[config.mk]
export PLATFORM = sky130hd
export DESIGN_NAME = apb_req_arbiter
export DESIGN_NICKNAME = d
export VERILOG_FILES = /design/src/rtl/apb_arb_pkg.sv /design/src/rtl/apb_rr_picker.sv /design/src/rtl/apb_req_arbiter.sv
export SDC_FILE = /design/constraint.sdc
export NUM_CORES = 1
export LEC_CHECK = 0
export ABC_AREA = 1
export ABC_CLOCK_PERIOD_IN_PS = 6400
export CORE_ASPECT_RATIO = 1.75
export CORE_UTILIZATION = 45
export DETAILED_ROUTE_END_ITERATION = 8
export PLACE_DENSITY = 0.92
export SETUP_SLACK_MARGIN = 0.2
export SYNTH_ARGS = -nofsm -noshare
export SYNTH_HDL_FRONTEND = slang
export SYNTH_HIERARCHICAL = 1
export SYNTH_SLANG_ARGS = --single-unit
[constraint.sdc]
create_clock -name PCLK -period 6.4 [get_ports PCLK]
set_input_delay 1.28 -clock PCLK [delete_from_list [all_inputs] [get_ports PCLK]]
set_output_delay 1.28 -clock PCLK [all_outputs]
set_load 0.02 [all_outputs]
[src/rtl/apb_arb_pkg.sv]
// Shared types and defaults for the APB request arbiter.
// Optional timeout support is enabled with APB_ARB_TIMEOUT_EN.
package apb_arb_pkg;

  localparam int unsigned DEF_NUM_REQ        = 4;
  localparam int unsigned DEF_ADDR_WIDTH     = 9;
  localparam int unsigned DEF_DATA_WIDTH     = 8;
  localparam int unsigned DEF_TIMEOUT_CYCLES = 16;

  typedef enum logic [1:0] {
    IDLE = 2'd0,
    BUSY = 2'd1,
    RESP = 2'd2
  } arb_state_e;

  // Counter holds 0 .. cycles-1 while waiting in BUSY.
  function automatic int unsigned tmo_cnt_width(input int unsigned cycles);
    return (cycles < 2) ? 1 : $clog2(cycles);
  endfunction

endpackage

[src/rtl/apb_rr_picker.sv]
// Combinational round-robin selector: first set request at or after ptr wins.
module apb_rr_picker
  import apb_arb_pkg::*;
#(
  parameter int unsigned NUM_REQ = DEF_NUM_REQ,
  parameter int unsigned IDX_W   = (DEF_NUM_REQ > 1) ? $clog2(DEF_NUM_REQ) : 1
) (
  input  logic [NUM_REQ-1:0] req,
  input  logic [IDX_W-1:0]   ptr,
  output logic [NUM_REQ-1:0] win_onehot_c,
  output logic [IDX_W-1:0]   win_idx_c
);

  logic        hit;
  int unsigned cand;

  always_comb begin
    win_onehot_c = '0;
    win_idx_c    = '0;
    hit          = 1'b0;
    cand         = 0;
    for (int unsigned i = 0; i < NUM_REQ; i++) begin
      cand = (32'(ptr) + i) % NUM_REQ;
      if (!hit && req[IDX_W'(cand)]) begin
        hit                          = 1'b1;
        win_idx_c                    = IDX_W'(cand);
        win_onehot_c[IDX_W'(cand)]   = 1'b1;
      end
    end
  end

endmodule

[src/rtl/apb_req_arbiter.sv]
// Round-robin arbiter/sequencer sharing one APB master command port.
// Define APB_ARB_TIMEOUT_EN to abort transfers that exceed TIMEOUT_CYCLES in BUSY.
module apb_req_arbiter
  import apb_arb_pkg::*;
#(
  parameter int unsigned NUM_REQ        = DEF_NUM_REQ,
  parameter int unsigned ADDR_WIDTH     = DEF_ADDR_WIDTH,
  parameter int unsigned DATA_WIDTH     = DEF_DATA_WIDTH,
  parameter int unsigned TIMEOUT_CYCLES = DEF_TIMEOUT_CYCLES
) (
  input  logic                          PCLK,
  input  logic                          PRESETn,
  input  logic [NUM_REQ-1:0]            req_valid,
  input  logic [NUM_REQ-1:0]            req_write,
  input  logic [NUM_REQ*ADDR_WIDTH-1:0] req_addr,
  input  logic [NUM_REQ*DATA_WIDTH-1:0] req_wdata,
  output logic [NUM_REQ-1:0]            req_grant,
  output logic [NUM_REQ-1:0]            rsp_valid,
  output logic [DATA_WIDTH-1:0]         rsp_rdata,
  output logic                          rsp_err,
  output logic                          transfer,
  output logic                          READ_WRITE,
  output logic [ADDR_WIDTH-1:0]         apb_write_paddr,
  output logic [DATA_WIDTH-1:0]         apb_write_data,
  output logic [ADDR_WIDTH-1:0]         apb_read_paddr,
  input  logic                          apb_done,
  input  logic [DATA_WIDTH-1:0]         apb_read_data_out,
  input  logic                          PSLVERR
);

  localparam int unsigned IDX_W = (NUM_REQ > 1) ? $clog2(NUM_REQ) : 1;

  arb_state_e           state;
  logic [IDX_W-1:0]     rr_ptr;
  logic [NUM_REQ-1:0]   owner;
  logic [NUM_REQ-1:0]   win_onehot_c;
  logic [IDX_W-1:0]     win_idx_c;
  logic [IDX_W-1:0]     next_ptr_c;
  logic [ADDR_WIDTH-1:0] sel_addr_c;
  logic [DATA_WIDTH-1:0] sel_wdata_c;
  logic                 sel_write_c;

  apb_rr_picker #(
    .NUM_REQ (NUM_REQ),
    .IDX_W   (IDX_W)
  ) u_picker (
    .req          (req_valid),
    .ptr          (rr_ptr),
    .win_onehot_c (win_onehot_c),
    .win_idx_c    (win_idx_c)
  );

  // Winner's payload, sampled only on the IDLE->BUSY edge.
  assign sel_addr_c  = req_addr[32'(win_idx_c) * ADDR_WIDTH +: ADDR_WIDTH];
  assign sel_wdata_c = req_wdata[32'(win_idx_c) * DATA_WIDTH +: DATA_WIDTH];
  assign sel_write_c = req_write[win_idx_c];
  assign next_ptr_c  = (win_idx_c == IDX_W'(NUM_REQ - 1)) ? '0 : win_idx_c + IDX_W'(1);

`ifdef APB_ARB_TIMEOUT_EN
  localparam int unsigned TMO_W = tmo_cnt_width(TIMEOUT_CYCLES);
  logic [TMO_W-1:0] tmo_cnt;
`else
  logic unused_tmo_cfg;
  assign unused_tmo_cfg = ^32'(TIMEOUT_CYCLES);
`endif

  // Sequencer: one command in flight, command outputs frozen outside IDLE->BUSY.
  always_ff @(posedge PCLK or negedge PRESETn) begin
    if (!PRESETn) begin
      state           <= IDLE;
      rr_ptr          <= '0;
      owner           <= '0;
      req_grant       <= '0;
      rsp_valid       <= '0;
      rsp_rdata       <= '0;
      rsp_err         <= 1'b0;
      transfer        <= 1'b0;
      READ_WRITE      <= 1'b1;
      apb_write_paddr <= '0;
      apb_read_paddr  <= '0;
      apb_write_data  <= '0;
`ifdef APB_ARB_TIMEOUT_EN
      tmo_cnt         <= '0;
`endif
    end else begin
      req_grant <= '0;
      rsp_valid <= '0;
      case (state)
        IDLE: begin
          if (|req_valid) begin
            req_grant       <= win_onehot_c;
            owner           <= win_onehot_c;
            rr_ptr          <= next_ptr_c;
            transfer        <= 1'b1;
            READ_WRITE      <= !sel_write_c;
            apb_write_paddr <= sel_addr_c;
            apb_read_paddr  <= sel_addr_c;
            if (sel_write_c) apb_write_data <= sel_wdata_c;
`ifdef APB_ARB_TIMEOUT_EN
            tmo_cnt         <= '0;
`endif
            state           <= BUSY;
          end
        end
        BUSY: begin
          if (apb_done) begin
            rsp_valid <= owner;
            rsp_rdata <= READ_WRITE ? apb_read_data_out : '0;
            rsp_err   <= PSLVERR;
            transfer  <= 1'b0;
            state     <= RESP;
          end
`ifdef APB_ARB_TIMEOUT_EN
          else if (tmo_cnt == TMO_W'(TIMEOUT_CYCLES - 1)) begin
            rsp_valid <= owner;
            rsp_rdata <= '0;
            rsp_err   <= 1'b1;
            transfer  <= 1'b0;
            state     <= RESP;
          end else begin
            tmo_cnt <= tmo_cnt + TMO_W'(1);
          end
`endif
        end
        RESP:    state <= IDLE;
        default: state <= IDLE;
      endcase
    end
  end

endmodule

==> results of run 1 <==
[worst reg2reg max path, stage by stage, from the launching register on]
cell and delay (ns):
dfrtp_1 0.64, inv_6 0.11, ha_1 0.38, inv_1 0.14, nand3_1 0.09, nand2_1 0.13, nand3_1 0.10, nor2_1 0.13
nor2_1 0.08, nor2_4 0.82, inv_2 0.34, nand2_1 0.16, nand3_2 0.09, nand2_4 0.16, nand2_4 0.09, nand2_1 0.08
nand2_1 0.05
[Yosys cell counts]
master    number
nor2_1        13
nand2_4        5
nand3_2        2
a21boi_0       4
a21oi_1       23
a21oi_2        1
buf_1          1
buf_6          8
ha_1           6
nand3_1       56
inv_6          1
inv_2          2
o31ai_1        1
buf_4         11
nand2_1      130
inv_4          1
buf_2          7
dfrtp_1       43
o21ai_1        5
nand3_4        1
nor2_8         1
nand2_2        2
inv_1         75
nor2_2         1
o21ai_0       28
dfstp_2        1
[state kept, by name, summed over array words and instances, names as in the netlist]
name            flops
transfer            1
rsp_rdata           8
READ_WRITE          1
apb_write_data      8
state               2
rr_ptr              2
owner               4
rsp_err             1
rsp_valid           4
apb_read_paddr      9
req_grant           4
[cells in the final DEF, fill, tap and decap left out, types with 6 or more instances in the layout]
cell | synthesis | layout
dfrtp_1 | 43 | 43
inv_1 | 75 | 75
nor2_1 | 13 | 12
ha_1 | 6 | 6
nand2_1 | 130 | 130
clkdlybuf4s50_1 | 0 | 131
o21ai_0 | 28 | 28
a21oi_1 | 23 | 23
nand3_1 | 56 | 56
[through the flow]
step / instances / hold slack, ns / utilization / total power, mW
floorplan: 429 / 0.452 / - / 1.78
global placement: 615 / 0.466 / 0.667 / 2.10
detailed placement: 615 / 0.472 / 0.667 / 2.17
CTS: 623 / 0.494 / 0.685 / 2.39
global route: 623 / 0.512 / 0.685 / 2.60
finish: 623 / 0.491 / 0.685 / 2.39
[layout make-up]
cell class / count / area share
clock buffers: 6 / 0.0169
repair buffers: 133 / 0.308
flip-flops and latches: 44 / 0.257
well taps: 80 / 0.0233
multi-input cells: 279 / 0.316
inverters: 79 / 0.0708
clock inverters: 2 / 0.00815
[worst min-delay path by stage]
stage / end / slack, ns
CTS: rsp_rdata[2] / 0.49
finish: apb_write_data[6] / 0.49
global placement: rsp_rdata[1] / 0.47
global route: apb_write_data[6] / 0.51
detailed placement: transfer / 0.47
floorplan: state[0] / 0.45
[power by group through the flow]
stage               logic [mW]  registers, mW  clock network [mW]
floorplan                 1.19          0.590                   0
global placement          1.60          0.499                   0
detailed placement        1.67          0.502                   0
CTS                       1.68          0.499               0.210
global route              1.87          0.514               0.223
finish                    1.69          0.500               0.209
[per-layer routing]
layer / GRT usage / vias to the layer above / routed length [um]
met5: 0 / - / 0
met4: 0.140 / 0 / 391
met3: 0.0363 / 29 / 281
met2: 0.456 / 98 / 4760
met1: 0.270 / 1446 / 3100
li1: - / 1544 / -
[kinds of logic after synthesis]
| logic type | Yosys count | share of synthesized area |
|---|---|---|
| AOI/OAI and AO/OA | 62 | 0.110 |
| and+or+nand+nor | 211 | 0.320 |
| buffers and inverters | 106 | 0.174 |
| adders and majority gates | 6 | 0.0253 |
| DFF | 44 | 0.371 |
==> impl_metrics.csv, run 1 <==
group,metric,value,unit
cells_and_area,register_area,1100,um2
timing,worst_slew_margin_rel,0.281,
timing,fin_setup_tns,0,ns
critical_path,crit_path_end,"apb_write_data[5]",
synthesis,ys_top_cells_by_area,"dfrtp_1 36%, nand2_1 16%, inv_1 9.5%",
timing,max_freq,246,MHz
critical_path,crit_path_start_kind,"primary input",
power_and_ir_drop,powerDensity,557,nW/um2
outcome,status,"finished clean",
floorplanning,die_area,6940,um2
power_and_ir_drop,p_leak,2.22,nW
global_routing,grt_max_degree,58,
synthesis,yosysWarnings,6,
timing,layout_min_cycle_time,4.07,ns
floorplanning,dieWidth,63.4,um
synthesis,synthesis.area,2970,um2
critical_path,crit_path_end_kind,"register",
global_routing,grt_pass1_vias,2964,
min_path,min_from,"apb_write_data[6]",
critical_path,cp.required,6.59,ns
power_and_ir_drop,p_sw_frac,0.520,
synthesis,avgSynthCellArea,6.92,um2
synthesis,yosysTopAreaCell,"dfrtp_1",
timing,rsz0062_at_grt,"no",
cells_and_area,area_delta_synth_final,44.7,%
clocking,cts_resized,0,
power_and_ir_drop,p_switching,1.24,mW
critical_path,cp.depth,16,
clocking,path_clk_slew,0.08,ns
floorplanning,start_util,0.473,
placement,post-place-ws,2.06,ns
drt,totalWireLength,8.53,mm
synthesis,synthCells,429,
clocking,tritoncts,"done",
drt,drc_errors,0,
job,maxCapViolCount,0,
global_routing,antenna_found_initial,0,
cells_and_area,design_area,4300,um2
synthesis,ys_ff_latch,44,
cells_and_area,diodes,0,
floorplanning,io_pins,133,
global_routing,grt_first_pass_wirelength,13.5,mm
power_and_ir_drop,power_frac_comb,0.704,
cells_and_area,drive_gt1_frac,0.0516,
floorplanning,core,6280,um2
clocking,clock_sinks,44,
timing,skew,0.00488,ns
synthesis,yosysSeqAreaShare,0.371,
critical_path,crit_start,"req_valid[3]",
drt,via_count,3117,
power_and_ir_drop,intPower,1.15,mW
clocking,insertion_delay,0.29,ns
critical_path,reg2reg_slack,2.69,ns
placement,postPlaceCellArea,4190,um2
global_routing,grt_overflow,0,
timing,setup_viol,0,
clocking,numCtsBuffers,5,
clocking,post_cts_buffers,0,
critical_path,critical_path_buf_inv_count,4,
synthesis,yosysTopAreaCellShare,0.362,
power_and_ir_drop,ir_worst_vdd,557,uV
timing,fin_ws,2.33,ns
critical_path,critPathArrivalTime,4.25,ns
critical_path,crit_chain,"clkdlybuf4s50_1 -> inv_1 -> nand2_1 -> nand3_4 -> nand2_4 -> inv_1 -> o21ai_1 -> nor2_1 -> nor2_4 -> inv_2 -> nand2_1 -> nand3_2 -> nand2_4 -> nand2_4 -> nand2_1 -> nand2_1",
drt,first_pass_iters,4,
critical_path,regToRegStartpoint,"rr_ptr[0]",
timing,min_period_over_period,0.635,
clocking,clock_path_buffers,2,
drt,drt_iter0_markers,217,
drt,post_drt_wl_per_cell,13.7,um
floorplanning,die_y,109,um
clocking,cts_max_level,2,
synthesis,synth_fp_nets,523,
synthesis,ys_types,26,
power_and_ir_drop,p_seq_frac,0.209,
timing,finalHoldViolations,0,
critical_path,slowest_stage,"nor2_4",
timing,worst_pin_slew,1.08,ns
power_and_ir_drop,clockPowerShare,0.087,
min_path,hold_depth,2,
placement,portBuffers,132,
critical_path,r2r-end,"apb_write_data[5]",
floorplanning,fp-row-count,38,
clocking,cts_root_buf,"clkbuf_8",
drt,ant_nets,0,
cells_and_area,multi_input_area,1360,um2
critical_path,reg2regPathDepth,16,
global_routing,track_usage,0.249,
cells_and_area,fin_nets,636,
critical_path,path_class,"primary input to register",
critical_path,cp_max_fo,57,
placement,gp_congestion,0.900,
critical_path,cpLargestDelayFamily,"simple AND/OR/NAND/NOR gates",
timing,slew_viol_final,0,
critical_path,cpPeakStageDelay,0.84,ns
critical_path,crit_top_cell,"nand2_1",
placement,dpl.hpwl,6.67,mm
clocking,postCtsHoldBufs,0,
min_path,hold_path.class,"register to register",
cells_and_area,fillers,514,
drt,viasPerCell,5.00,
Power figures use the tool's default switching activity.
==> inputs of run 2 (changes only) <==
--- a/config.mk
+++ b/config.mk
@@ -6,11 +6,11 @@
 export NUM_CORES = 1
 export LEC_CHECK = 0
 export ABC_AREA = 1
-export ABC_CLOCK_PERIOD_IN_PS = 6400
+export ABC_CLOCK_PERIOD_IN_PS = 4150
 export CORE_ASPECT_RATIO = 1.75
-export CORE_UTILIZATION = 45
+export CORE_UTILIZATION = 42
 export DETAILED_ROUTE_END_ITERATION = 8
-export PLACE_DENSITY = 0.92
+export PLACE_DENSITY = 0.87
 export SETUP_SLACK_MARGIN = 0.2
 export SYNTH_ARGS = -nofsm -noshare
 export SYNTH_HDL_FRONTEND = slang
==> constraint.sdc (replaced) <==
create_clock -name PCLK -period 4.15 [get_ports PCLK]
set_input_delay 0.83 -clock PCLK [delete_from_list [all_inputs] [get_ports PCLK]]
set_output_delay 0.83 -clock PCLK [all_outputs]
set_load 0.02 [all_outputs]
==> impl_metrics.csv, run 2 (synthesis results as in run 1) <==
group,metric,value,unit
clocking,clock_sinks,44,
job,maxCapViolCount,0,
cells_and_area,area_delta_synth_final,47.5,%
min_path,hold_depth,2,
drt,first_pass_iters,4,
global_routing,grt_pass1_vias,2952,
clocking,tritoncts,"done",
power_and_ir_drop,p_leak,2.26,nW
timing,max_freq,320,MHz
global_routing,grt_max_degree,45,
critical_path,slowest_stage,"dfrtp_1",
clocking,cts_resized,0,
cells_and_area,final_common_cell,"clkdlybuf4s50_1",
power_and_ir_drop,ir_worst_vdd,598,uV
placement,dpl.hpwl,6.75,mm
min_path,hold_path.class,"register to register",
critical_path,reg2reg_slack,1.03,ns
critical_path,crit_path_start_kind,"register",
global_routing,track_usage,0.233,
timing,finalHoldViolations,0,
clocking,numCtsBuffers,5,
clocking,postCtsHoldBufs,0,
clocking,cts_max_level,2,
timing,worst_pin_slew,0.923,ns
cells_and_area,regMostFlops,"apb_read_paddr",
drt,drt_iter0_markers,184,
power_and_ir_drop,power_frac_comb,0.682,
floorplanning,die_y,113,um
power_and_ir_drop,clockPowerShare,0.116,
power_and_ir_drop,p_switching,1.95,mW
power_and_ir_drop,powerDensity,881,nW/um2
critical_path,crit_chain,"inv_6 -> ha_1 -> inv_1 -> nand3_1 -> nand2_1 -> nand3_1 -> nor2_1 -> nor2_1 -> nor2_4 -> buf_4 -> ha_1 -> nand2_1 -> nand2_1",
cells_and_area,design_area,4380,um2
floorplanning,die_area,7420,um2
timing,fin_setup_tns,0,ns
timing,setup_viol,0,
global_routing,grt_first_pass_wirelength,13.4,mm
placement,place_inst,621,
global_routing,antenna_found_initial,0,
timing,rsz0062_at_grt,"no",
critical_path,critical_path_buf_inv_count,3,
cells_and_area,diodes,0,
critical_path,path_class,"register to register",
critical_path,reg2regPathDepth,13,
power_and_ir_drop,p_seq_frac,0.202,
drt,totalWireLength,8.58,mm
clocking,insertion_delay,0.28,ns
cells_and_area,largest_register_ffs,9,
floorplanning,core,6860,um2
global_routing,grt_overflow,0,
clocking,post_cts_buffers,0,
critical_path,crit_top_cell,"nand2_1",
timing,min_period_over_period,0.752,
cells_and_area,final_cell_mix,"131 x clkdlybuf4s50_1, 130 x nand2_1, 75 x inv_1, 56 x nand3_1, 43 x dfrtp_1",
placement,postPlaceCellArea,4210,um2
cells_and_area,reg_top3,"apb_read_paddr x9, apb_write_data x8, rsp_rdata x8",
power_and_ir_drop,intPower,1.90,mW
critical_path,cp.required,4.32,ns
drt,via_count,3161,
cells_and_area,layout.cells.non_filler,629,
critical_path,cp.depth,13,
clocking,clock_path_buffers,2,
cells_and_area,drive_gt1_frac,0.0569,
drt,drc_errors,0,
critical_path,crit_path_end_kind,"register",
power_and_ir_drop,p_sw_frac,0.506,
placement,portBuffers,132,
timing,hold_slack,0.484,ns
floorplanning,dieWidth,65.6,um
placement,gp_congestion,0.902,
drt,ant_nets,0,
cells_and_area,fin_nets,638,
critical_path,cpPeakStageDelay,0.66,ns
floorplanning,start_util,0.433,
timing,slew_viol_final,0,
drt,post_drt_wl_per_cell,13.6,um
critical_path,critPathArrivalTime,3.29,ns
floorplanning,fp-row-count,40,
timing,skew,0.00518,ns
clocking,path_clk_slew,0.06,ns
drt,viasPerCell,5.03,
critical_path,cp_max_fo,38,
floorplanning,io_pins,133,
cells_and_area,post-route-util,0.639,
timing,layout_min_cycle_time,3.12,ns
critical_path,cpLargestDelayFamily,"simple AND/OR/NAND/NOR gates",
outcome,status,"finished clean",
timing,worst_slew_margin_rel,0.385,
clocking,cts_root_buf,"clkbuf_16",
==> run 2: cell count changes in the layout (fill, tap and decap cells not counted), sizes merged <==
| cell | change |
|---|---|
| buf | +2 |
| clkbuf | -1 |
| clkinv | -1 |
| clkinvlp | +1 |
| inv | +1 |
==> run 2: path summary, 6_finish.rpt <==
kind,to,from
hold reg to reg,apb_write_data[6],apb_write_data[6]
hold / removal,apb_write_data[6],apb_write_data[6]
setup reg to reg,rr_ptr[1],rr_ptr[0]
min in group asynchronous,rsp_rdata[1],PRESETn
setup / recovery,rr_ptr[1],rr_ptr[0]
max in group asynchronous,apb_write_data[0],PRESETn
==> run 2: metrics by stage <==
stage / setup WS [ns] / total power, mW
floorplan: 1.82 / 2.74
global placement: 0.951 / 3.29
detailed placement: 0.859 / 3.38
CTS: 1.07 / 3.85
global route: 0.783 / 4.18
finish: 1.03 / 3.86
==> run 2: layout make-up <==
cell class | count | area (um2)
multi-input cells | 279 | 1360
flip-flops and latches | 44 | 1100
clock buffers | 5 | 125
repair buffers | 135 | 1340
fillers | 603 | 2480
clock inverters | 3 | 46.3
inverters | 79 | 304
well taps | 84 | 105
==> run 2: worst reg2reg max path, stage by stage (launching register included) <==
cell and delay [ns]:
dfrtp_1 0.66, inv_6 0.12, ha_1 0.37, inv_1 0.13
nand3_1 0.09, nand2_1 0.13, nand3_1 0.11, nor2_1 0.14
nor2_1 0.08, nor2_4 0.36, buf_4 0.41, ha_1 0.30
nand2_1 0.07, nand2_1 0.05
==> run 2: per-layer routing <==
layer / share of wire / global-route usage / wire length, um / vias up
met3: 0.029 / 0.0282 / 249 / 27
met5: 0 / 0 / 0 / -
met1: 0.37 / 0.256 / 3170 / 1488
met4: 0.043 / 0.113 / 372 / 0
met2: 0.56 / 0.427 / 4790 / 100
li1: - / - / - / 1546
==> run 2: power groups by stage <==
stage / sequential, mW / combinational, mW / clock (mW)
2_1_floorplan: 0.909 / 1.83 / 0
3_3_place_gp: 0.773 / 2.52 / 0
3_5_place_dp: 0.782 / 2.60 / 0
4_1_cts: 0.777 / 2.62 / 0.456
5_1_grt: 0.794 / 2.91 / 0.475
6_report: 0.778 / 2.63 / 0.449
==> inputs of run 3 (changes only) <==
--- a/config.mk
+++ b/config.mk
@@ -6,11 +6,11 @@
 export NUM_CORES = 1
 export LEC_CHECK = 0
 export ABC_AREA = 1
-export ABC_CLOCK_PERIOD_IN_PS = 4150
+export ABC_CLOCK_PERIOD_IN_PS = 2700
 export CORE_ASPECT_RATIO = 1.75
-export CORE_UTILIZATION = 42
+export CORE_UTILIZATION = 38
 export DETAILED_ROUTE_END_ITERATION = 8
-export PLACE_DENSITY = 0.87
+export PLACE_DENSITY = 0.83
 export SETUP_SLACK_MARGIN = 0.2
 export SYNTH_ARGS = -nofsm -noshare
 export SYNTH_HDL_FRONTEND = slang
==> constraint.sdc (replaced) <==
create_clock -name PCLK -period 2.7 [get_ports PCLK]
set_input_delay 0.54 -clock PCLK [delete_from_list [all_inputs] [get_ports PCLK]]
set_output_delay 0.54 -clock PCLK [all_outputs]
set_load 0.02 [all_outputs]
==> impl_metrics.csv, run 3 (synthesis results as in run 1) <==
group,metric,value,unit
outcome,status,"finished clean",
critical_path,crit_top_cell,"nand2_1",
floorplanning,fp-row-count,42,
placement,portBuffers,132,
clocking,tritoncts,"done",
clocking,cts_root_buf,"clkbuf_16",
floorplanning,io_pins,133,
critical_path,cp.required,2.91,ns
drt,viasPerCell,4.85,
critical_path,critPathArrivalTime,2.57,ns
min_path,hold_path.class,"primary input to asynchronous set/reset pin",
clocking,cts_max_level,2,
clocking,numCtsBuffers,5,
timing,min_period_over_period,0.875,
drt,drc_errors,0,
drt,wl_met3,281,um
cells_and_area,post-route-util,0.600,
drt,via_count,3143,
cells_and_area,final_common_cell,"clkdlybuf4s50_1",
critical_path,cp_max_fo,11,
critical_path,crit_path_end_kind,"register",
placement,postPlaceCellArea,4280,um2
clocking,path_clk_slew,0.06,ns
placement,post-place-ws,0.0106,ns
timing,layout_min_cycle_time,2.36,ns
cells_and_area,final_cell_mix,"129 x clkdlybuf4s50_1, 128 x nand2_1, 74 x inv_1, 55 x nand3_1, 43 x dfrtp_1",
floorplanning,die_y,119,um
cells_and_area,fin_nets,653,
floorplanning,core,7570,um2
critical_path,reg2reg_slack,0.39,ns
placement,dpl.hpwl,6.63,mm
critical_path,crit_path_start_kind,"primary input",
floorplanning,die_area,8190,um2
cells_and_area,drive_gt1_frac,0.0929,
global_routing,grt_max_degree,45,
drt,totalWireLength,8.61,mm
power_and_ir_drop,powerDensity,1410,nW/um2
drt,drt_iter0_markers,178,
power_and_ir_drop,p_total,6.39,mW
critical_path,path_class,"primary input to register",
cells_and_area,design_area,4540,um2
job,maxCapViolCount,0,
timing,rsz0062_at_grt,"no",
drt,ant_nets,0,
global_routing,grt_overflow,0,
timing,setup_viol,0,
timing,max_freq,423,MHz
critical_path,cpPeakStageDelay,0.52,ns
floorplanning,start_util,0.392,
drt,post_drt_wl_per_cell,13.3,um
power_and_ir_drop,ir_worst_vdd,858,uV
critical_path,regToRegStartpoint,"rr_ptr[0]",
critical_path,slowest_stage,"clkdlybuf4s50_1",
clocking,clock_sinks,44,
global_routing,grt_first_pass_wirelength,13.4,mm
drt,highest_layer,"met4",
placement,gp_congestion,0.906,
cells_and_area,regMostFlops,"apb_read_paddr",
cells_and_area,reg_top3,"apb_read_paddr x9, apb_write_data x8, rsp_rdata x8",
critical_path,crit_chain,"clkdlybuf4s50_1 -> inv_1 -> nand2_1 -> nand3_1 -> nand2_1 -> nand2_1 -> nor2_2 -> nor2_2 -> nor2_4 -> inv_4 -> buf_4 -> nand2_1 -> nand3_1 -> nand2_1 -> nand3_1 -> nand2_1",
global_routing,track_usage,0.215,
cells_and_area,largest_register_ffs,9,
power_and_ir_drop,p_leak,2.36,nW
floorplanning,dieWidth,68.8,um
drt,wl_met2,4.67,mm
cells_and_area,diodes,0,
critical_path,r2r-end,"apb_write_data[2]",
critical_path,reg2regPathDepth,16,
timing,worst_slew_margin_rel,0.368,
timing,skew,0.00566,ns
timing,fin_ws,0.338,ns
timing,worst_pin_slew,0.948,ns
timing,finalHoldViolations,0,
timing,slew_viol_final,0,
clocking,insertion_delay,0.28,ns
drt,first_pass_iters,4,
drt,drt-met1-wl,3.26,mm
timing,fin_setup_tns,0,ns
global_routing,grt_pass1_vias,2989,
cells_and_area,area_delta_synth_final,52.9,%
global_routing,antenna_found_initial,0,
clocking,clock_path_buffers,2,
cells_and_area,fillers,740,
-- run 3: metal layers --
layer  vias up  track usage
met2        97        0.379
met3        30       0.0278
met5         -            0
met1      1442        0.238
met4         0        0.111
li1       1574            -
-- run 3: worst max path at each step --
stage	startpoint	endpoint	slack (ns)	cells after the start
after CTS	rr_ptr[0]	apb_write_data[1]	0.25	16
after global placement	req_valid[0]	apb_write_data[0]	0.11	14
after floorplan	rr_ptr[1]	apb_write_data[6]	0.37	16
final	req_valid[2]	apb_write_data[2]	0.34	16
after detailed placement	req_valid[2]	apb_write_data[1]	0.01	14
after global routing	req_valid[1]	apb_write_data[2]	0.19	16
-- run 3: power by group --
part	switching (mW)	internal, mW
Sequential	0.188	0.959
Combinational	2.69	1.88
Clock	0.235	0.435
Total	3.11	3.28
-- run 3: timing repair --
| action | 4_1_cts | 5_1_grt |
|---|---|---|
| buffers inserted | 0 | 8 |
| hold buffers | 0 | 0 |
| gates resized for setup | 0 | 11 |
| setup endpoints to repair | 0 | 12 |
-- run 3: final cells by class --
cell class                 instances  area (um2)  area share
clock inverter                     2        35.0     0.00772
sequential                        44        1100       0.243
timing repair buffer             150        1470       0.324
clock buffer                       6         129      0.0284
multi-input combinational        279        1390       0.305
tap                               88         110      0.0242
inverter                          79         309      0.0681
-- run 3: critical path, delay by kind of cell --
family,cells,cell delay [ns]
and+or+nand+nor,12,1.18
buffers and inverters,4,0.85
-- run 3: stage by stage --
stage | cells | hold slack, ns
after floorplan | 429 | 0.244
after global placement | 632 | 0.463
after detailed placement | 632 | 0.463
after CTS | 640 | 0.441
after global routing | 648 | 0.496
final | 648 | 0.403
